File: src/rtl/router_reg_param.sv
// Packet register stage: header capture, FIFO write path with a small hold buffer, XOR/CRC and length checks.
// One-cycle latency to data_out; bytes arriving while the FIFO is full are parked and replayed in LAF.

module router_reg_hold_fifo #(
   parameter int W     = 8,
   parameter int DEPTH = 2,
   parameter int CW    = $clog2(DEPTH + 1)
) (
   input  logic          clk,
   input  logic          rst_n,
   input  logic          push_vld,
   input  logic [W-1:0]  push_dat,
   input  logic          pop_rdy,
   output logic [W-1:0]  pop_dat,
   output logic [CW-1:0] cnt,
   output logic          full
);
   localparam int PW = (DEPTH > 1) ? $clog2(DEPTH) : 1;

   logic [W-1:0]  mem_q [DEPTH];
   logic [W-1:0]  mem_d [DEPTH];
   logic [PW-1:0] wr_q, wr_d, rd_q, rd_d;
   logic [CW-1:0] cnt_q, cnt_d;
   logic          do_push, do_pop;

   function automatic logic [PW-1:0] nxt(input logic [PW-1:0] p);
      return (p == PW'(DEPTH - 1)) ? '0 : p + 1'b1;
   endfunction

   assign full    = (cnt_q == CW'(DEPTH));
   assign cnt     = cnt_q;
   assign pop_dat = mem_q[rd_q];
   assign do_push = push_vld & ~full;
   assign do_pop  = pop_rdy & (cnt_q != '0);

   always_comb begin
      mem_d = mem_q;
      wr_d  = wr_q;
      rd_d  = rd_q;
      cnt_d = cnt_q;
      if (do_push) begin
         mem_d[wr_q] = push_dat;
         wr_d        = nxt(wr_q);
      end
      if (do_pop)
         rd_d = nxt(rd_q);
      case ({do_push, do_pop})
         2'b10:   cnt_d = cnt_q + 1'b1;
         2'b01:   cnt_d = cnt_q - 1'b1;
         default: cnt_d = cnt_q;
      endcase
   end

   always_ff @(posedge clk or negedge rst_n) begin
      if (!rst_n) begin
         for (int i = 0; i < DEPTH; i++)
            mem_q[i] <= '0;
         wr_q  <= '0;
         rd_q  <= '0;
         cnt_q <= '0;
      end else begin
         mem_q <= mem_d;
         wr_q  <= wr_d;
         rd_q  <= rd_d;
         cnt_q <= cnt_d;
      end
   end
endmodule

module router_reg_param #(
   parameter int                    DATA_WIDTH  = 8,
   parameter int                    ADDR_BITS   = 2,
   parameter int                    PARITY_MODE = 0,
   parameter logic [DATA_WIDTH-1:0] CRC_POLY    = 'h07,
   parameter int                    HOLD_DEPTH  = 2
) (
   input  logic                              clockr,
   input  logic                              resetnr,
   input  logic                              pkt_validr,
   input  logic [DATA_WIDTH-1:0]             data_inr,
   input  logic                              fifo_fullr,
   input  logic                              detect_addr,
   input  logic                              lfd_state,
   input  logic                              ld_stater,
   input  logic                              laf_stater,
   input  logic                              full_stater,
   input  logic                              rst_int_regr,
   output logic [DATA_WIDTH-1:0]             data_out,
   output logic                              data_out_vld,
   output logic                              parity_doner,
   output logic                              low_pkt_validr,
   output logic                              err,
   output logic                              len_err,
   output logic                              hold_ovf,
   output logic [$clog2(HOLD_DEPTH+1)-1:0]   hold_cnt
);
   localparam int LW = DATA_WIDTH - ADDR_BITS;
   localparam int HW = $clog2(HOLD_DEPTH + 1);

   logic [DATA_WIDTH-1:0] hdr_q, hdr_d, calc_par_q, calc_par_d, pkt_par_q, pkt_par_d;
   logic [DATA_WIDTH-1:0] data_out_q, data_out_d;
   logic [LW-1:0]         cnt_q, cnt_d;
   logic                  cnt_ovr_q, cnt_ovr_d;
   logic                  vld_q, vld_d, par_cap_q, par_cap_d;
   logic                  done_q, done_d, done_dly_q, done_dly_d;
   logic                  low_q, low_d, err_q, err_d, len_err_q, len_err_d, ovf_q, ovf_d;

   logic [DATA_WIDTH-1:0] hold_dat;
   logic [HW-1:0]         hold_cnt_w;
   logic                  hold_full, hold_push, hold_pop;
   logic                  pay_byte, par_byte, fwd_byte, use_hold;

   function automatic logic [DATA_WIDTH-1:0] upd(input logic [DATA_WIDTH-1:0] p,
                                                 input logic [DATA_WIDTH-1:0] d);
      logic [DATA_WIDTH-1:0] r;
      logic                  fb;
      r = p;
      if (PARITY_MODE == 0) begin
         r = p ^ d;
      end else begin
         for (int i = DATA_WIDTH - 1; i >= 0; i--) begin
            fb = r[DATA_WIDTH-1] ^ d[i];
            r  = {r[DATA_WIDTH-2:0], 1'b0} ^ (fb ? CRC_POLY : '0);
         end
      end
      return r;
   endfunction

   // Parity byte is taken once per packet; it still travels to the FIFO like payload.
   assign pay_byte  = ld_stater & pkt_validr;
   assign par_byte  = ld_stater & ~pkt_validr & ~low_q;
   assign fwd_byte  = pay_byte | par_byte;
   assign use_hold  = fifo_fullr | (hold_cnt_w != '0);
   assign hold_push = fwd_byte & use_hold;
   assign hold_pop  = laf_stater & ~fifo_fullr & (hold_cnt_w != '0);

   router_reg_hold_fifo #(
      .W     (DATA_WIDTH),
      .DEPTH (HOLD_DEPTH),
      .CW    (HW)
   ) u_hold (
      .clk      (clockr),
      .rst_n    (resetnr),
      .push_vld (hold_push & ~hold_full),
      .push_dat (data_inr),
      .pop_rdy  (hold_pop),
      .pop_dat  (hold_dat),
      .cnt      (hold_cnt_w),
      .full     (hold_full)
   );

   always_comb begin
      hdr_d      = hdr_q;
      calc_par_d = calc_par_q;
      pkt_par_d  = pkt_par_q;
      data_out_d = data_out_q;
      cnt_d      = cnt_q;
      cnt_ovr_d  = cnt_ovr_q;
      vld_d      = 1'b0;
      par_cap_d  = 1'b0;
      done_d     = done_q;
      done_dly_d = done_q;
      low_d      = low_q;
      err_d      = err_q;
      len_err_d  = len_err_q;
      ovf_d      = ovf_q;

      if (detect_addr & pkt_validr) begin
         hdr_d      = data_inr;
         calc_par_d = '0;
         cnt_d      = '0;
         cnt_ovr_d  = 1'b0;
         done_d     = 1'b0;
         err_d      = 1'b0;
         len_err_d  = 1'b0;
         ovf_d      = 1'b0;
      end
      if (lfd_state) begin
         data_out_d = hdr_q;
         vld_d      = 1'b1;
         calc_par_d = upd('0, hdr_q);
      end
      if (pay_byte) begin
         calc_par_d = upd(calc_par_q, data_inr);
         if (cnt_q == '1)
            cnt_ovr_d = 1'b1;
         else
            cnt_d = cnt_q + 1'b1;
      end
      if (rst_int_regr)
         low_d = 1'b0;
      if (par_byte) begin
         pkt_par_d = data_inr;
         low_d     = 1'b1;
         par_cap_d = 1'b1;
      end
      if (fwd_byte & ~use_hold) begin
         data_out_d = data_inr;
         vld_d      = 1'b1;
      end
      if (hold_pop) begin
         data_out_d = hold_dat;
         vld_d      = 1'b1;
      end
      if (hold_push & hold_full)
         ovf_d = 1'b1;
      if (par_cap_q | (laf_stater & low_q & ~done_q))
         done_d = 1'b1;
      // Checks settle one cycle after parity_doner so calc_par includes every byte.
      if (done_q & ~done_dly_q) begin
         err_d     = (calc_par_q != pkt_par_q);
         len_err_d = (cnt_q != hdr_q[DATA_WIDTH-1:ADDR_BITS]) | cnt_ovr_q;
      end
   end

   always_ff @(posedge clockr or negedge resetnr) begin
      if (!resetnr) begin
         hdr_q      <= '0;
         calc_par_q <= '0;
         pkt_par_q  <= '0;
         data_out_q <= '0;
         cnt_q      <= '0;
         cnt_ovr_q  <= 1'b0;
         vld_q      <= 1'b0;
         par_cap_q  <= 1'b0;
         done_q     <= 1'b0;
         done_dly_q <= 1'b0;
         low_q      <= 1'b0;
         err_q      <= 1'b0;
         len_err_q  <= 1'b0;
         ovf_q      <= 1'b0;
      end else begin
         hdr_q      <= hdr_d;
         calc_par_q <= calc_par_d;
         pkt_par_q  <= pkt_par_d;
         data_out_q <= data_out_d;
         cnt_q      <= cnt_d;
         cnt_ovr_q  <= cnt_ovr_d;
         vld_q      <= vld_d;
         par_cap_q  <= par_cap_d;
         done_q     <= done_d;
         done_dly_q <= done_dly_d;
         low_q      <= low_d;
         err_q      <= err_d;
         len_err_q  <= len_err_d;
         ovf_q      <= ovf_d;
      end
   end

   assign data_out       = data_out_q;
   assign data_out_vld   = vld_q;
   assign parity_doner   = done_q;
   assign low_pkt_validr = low_q;
   assign err            = err_q;
   assign len_err        = len_err_q;
   assign hold_ovf       = ovf_q;
   assign hold_cnt       = hold_cnt_w;
endmodule

File: config.mk
export PLATFORM = sky130hd
export DESIGN_NAME = router_reg_param
export DESIGN_NICKNAME = d
export VERILOG_FILES = /design/src/rtl/router_reg_param.sv
export SDC_FILE = /design/constraint.sdc
export NUM_CORES = 1
export LEC_CHECK = 0
export ABC_AREA = 1
export ABC_CLOCK_PERIOD_IN_PS = 3050
export CAP_MARGIN = 0
export CORE_ASPECT_RATIO = 1.25
export CORE_MARGIN = 3
export CORE_UTILIZATION = 30
export DETAILED_ROUTE_END_ITERATION = 12
export GPL_ROUTABILITY_DRIVEN = 0
export SYNTH_ARGS = -nofsm -noshare
export SYNTH_HDL_FRONTEND = slang
export SYNTH_SLANG_ARGS = --single-unit
File: constraint.sdc
create_clock -name clockr -period 3.05 [get_ports clockr]
set_clock_uncertainty 0.15 [all_clocks]
set_input_delay 0.61 -clock clockr [delete_from_list [all_inputs] [get_ports clockr]]
set_output_delay 0.61 -clock clockr [all_outputs]
set_load 0.005 [all_outputs]
==> impl_results.md <==
- Status: finished clean
- Crit path buffers/inverters: 2
- Vias in the first global route: 2,738
- Final setup violation count: 0
- Clk buf depth: 2
- Post-route ant nets: 0
- CP Cell Sequence: clkdlybuf4s50_1 > inv_2 > o21ai_2 > nand2_2 > ha_1 > a21oi_1 > o21ai_0 > xor2_1
- Largest delay share family, worst path: buffers and inverters
- Setup total negative slack: 0 ns
- RSZ-0062 raised after global routing: false
- Worst-margin pin slew: 0.539 ns
- Combinational share of power: 0.276
- MaxCap Viol Count: 0
- Number of nets in the layout: 470
- WL/cell: 13.3 um
- LEAKAGE: 0.00194 uW
- Post-CTS Resized: 0
- Final Max Tran Viols: 0
- CTS root buf: clkbuf_16
- Register area share after synthesis: 0.499
- Synth Flop Type: dfrtp_1
- Syn-to-layout area delta: 22.1%
- CTS sink cnt: 67
- Netlist Area Pre-Place: 3360 um^2
- Die Width: 101 um
- Clock power frac: 0.320
- Yosys cell types: 31
- WP data required: 3.10 ns
- Overall power: 3350 uW
- Post-synth EDFFs: 0
- Post-Syn Area per Cell: 8.06 um^2
- Element type at the critical path start: input port
- Syn nets: 437
- Detailed Route WL: 7830 um
- Drt first-iter violations: 143
- Fmax: 455 MHz
- # DRC: 0
- Share of cells above drive strength 1: 0.0791
- Slew margin rel.: 0.641
- Core area: 10,800 um^2
- Count of buffers from port buffering: 32
- Tcrit/Tclk final: 0.720
- Drt first pass iters: 4
- Crit-path slowest cell: clkdlybuf4s50_1
- # diodes: 0
- Largest net degree at the start of global routing: 46
- Site Rows: 42
- Via-per-instance ratio: 4.77
- Critical path data arrival time: 2.25 ns
- NetSw: 1070 uW
- Number of CTS-inserted buffers: 9
- Die Ht: 124 um
- Grt ovf: 0
- Seq pwr share: 0.404
- Area leader, netlist: dfrtp_1
- Synth area leaders: dfrtp_1 (50%), nand2_1 (14%), o21ai_0 (7.4%), nand3_1 (5.7%), inv_1 (4.5%)
- Nature of the critical path endpoint: flop
- Worst VDD drop: 0.000363 V
- Initial Util: 0.312
- First-pass GRT wire length: 13,600 um
- PD cells: 815 nW/um^2
- Worst Hold Class: in2async
- Final hold viol count: 0
- Clock H-tree levels: 3
- Hold_buf cts: 0
- Slowest stage delay, CP: 0.55 ns
- Count of state elements after synthesis: 67
- Async set or reset register ratio after synthesis: 1.00
- Die area: 12,500 um^2
- Dpl hpwl: 5580 um
- Yosys top cell area share: 0.499
- CP Class: in2reg
- Worst-path clk slew: 0.06 ns
- YS warnings: 0
- Setup bufs post-CTS: 0
- Total Routing Usage GR: 0.134
- DR vias: 2,798
- CTS tree: yes
- Pint: 2280 uW
- Switching Share: 0.318
- Clk_lat worst skew: 0.32 ns
- Initial antenna violation count: 0
- Num ports: 34
- Crit Path Max Fanout: 6
- Minimum clock period: 2.20 ns
- Post-Syn Instances: 417
## registers in the layout, indices dropped and copies added (netlist names), 2 cells and up
name	count
data_out	8
calc_par_q	8
cnt_q	6
hdr_q	8
pkt_par_q	8
u_hold.mem_q	16
u_hold.cnt	2
## per-layer routing
layer  track usage  vias up  routed length (um)
met5             0        -                   0
met4        0.0500        0                  89
met3        0.0241        8                 362
met2         0.207       66                3700
met1         0.186     1309                3680
li1              -     1415                   -
## logic make-up after synthesis
family / after synthesis / share of synthesized area
AND/OR/NAND/NOR: 196 / 0.251
AO/OA/AOI/OAI: 83 / 0.136
flip-flops: 67 / 0.499
buffers and inverters: 57 / 0.0759
XOR/XNOR: 12 / 0.0313
adder cells (fa/ha/maj): 2 / 0.00744
## cells in the mapped netlist, types with 5 or more instances
| cell type | n |
|---|---|
| dfrtp_1 | 67 |
| nand3_1 | 38 |
| inv_1 | 40 |
| o21ai_0 | 50 |
| buf_2 | 6 |
| xnor2_1 | 7 |
| nand2_1 | 127 |
| nor2_1 | 19 |
| a21oi_1 | 15 |
| o21a_1 | 5 |
| xor2_1 | 5 |
## stage by stage
step                instances   util  hold WS (ns)  area (um^2)  worst slack [ns]
floorplan                 417      -         0.164         3360              1.17
global placement          571  0.352         0.252         3790             0.530
detailed placement        571  0.352         0.248         3790             0.482
CTS                       587  0.381         0.128         4100             0.827
global route              587  0.381         0.152         4100             0.689
finish                    587  0.381         0.115         4100             0.855
## cells in the final DEF (no fill, tap or decap), drive strengths merged
cell           synthesis  routed
xnor2                  7       7
bufinv                 0       1
clkinvlp               0       1
o31ai                  1       1
nand3b                 1       1
a31oi                  2       2
clkbuf                 3      12
o21ai                 53      53
xor2                   5       5
buf                   11       5
ha                     2       2
nor2                  25      25
dfrtp                 67      67
o211ai                 3       3
o22ai                  1       1
o21a                   5       5
clkinv                 0       2
nor3                   1       1
clkdlybuf4s50          0      31
inv                   43      43
o221ai                 2       2
nand3                 39      39
a21oi                 16      16
nand2                130     130
## power by group through the flow
stage | combinational (uW) | sequential, uW | clock (uW)
3_3_place_gp | 911 | 1360 | 0
2_1_floorplan | 646 | 1310 | 0
4_1_cts | 939 | 1360 | 1090
6_report | 924 | 1350 | 1070
3_5_place_dp | 933 | 1370 | 0
5_1_grt | 1080 | 1390 | 1130
## final cells by class
| type | instances | area, um^2 |
|---|---|---|
| repair buffers | 36 | 358 |
| multi-input cells | 293 | 1430 |
| clock inverters | 4 | 47.5 |
| clock buffers | 12 | 267 |
| well taps | 132 | 165 |
| flip-flops and latches | 67 | 1680 |
| fillers | 1086 | 6670 |
| inverters | 43 | 161 |
## final timing paths
check / to / depth (start not counted) / slack, ns / start
max in group asynchronous: low_pkt_validr$_DFFE_PN0P_ / 2 / 1.99 / resetnr
hold / removal: u_hold.mem_q[9]$_DFFE_PN0P_ / 1 / 0.11 / resetnr
setup reg to reg: u_hold.cnt[1]$_DFFE_PN0P_ / 8 / 1.23 / low_pkt_validr$_DFFE_PN0P_
hold reg to reg: done_dly_q$_DFF_PN0_ / 0 / 0.26 / parity_doner$_DFFE_PN0P_
min in group clockr: done_dly_q$_DFF_PN0_ / 0 / 0.26 / parity_doner$_DFFE_PN0P_
setup / recovery: u_hold.cnt[1]$_DFFE_PN0P_ / 8 / 0.85 / fifo_fullr
(Power assumes the default switching activity.)
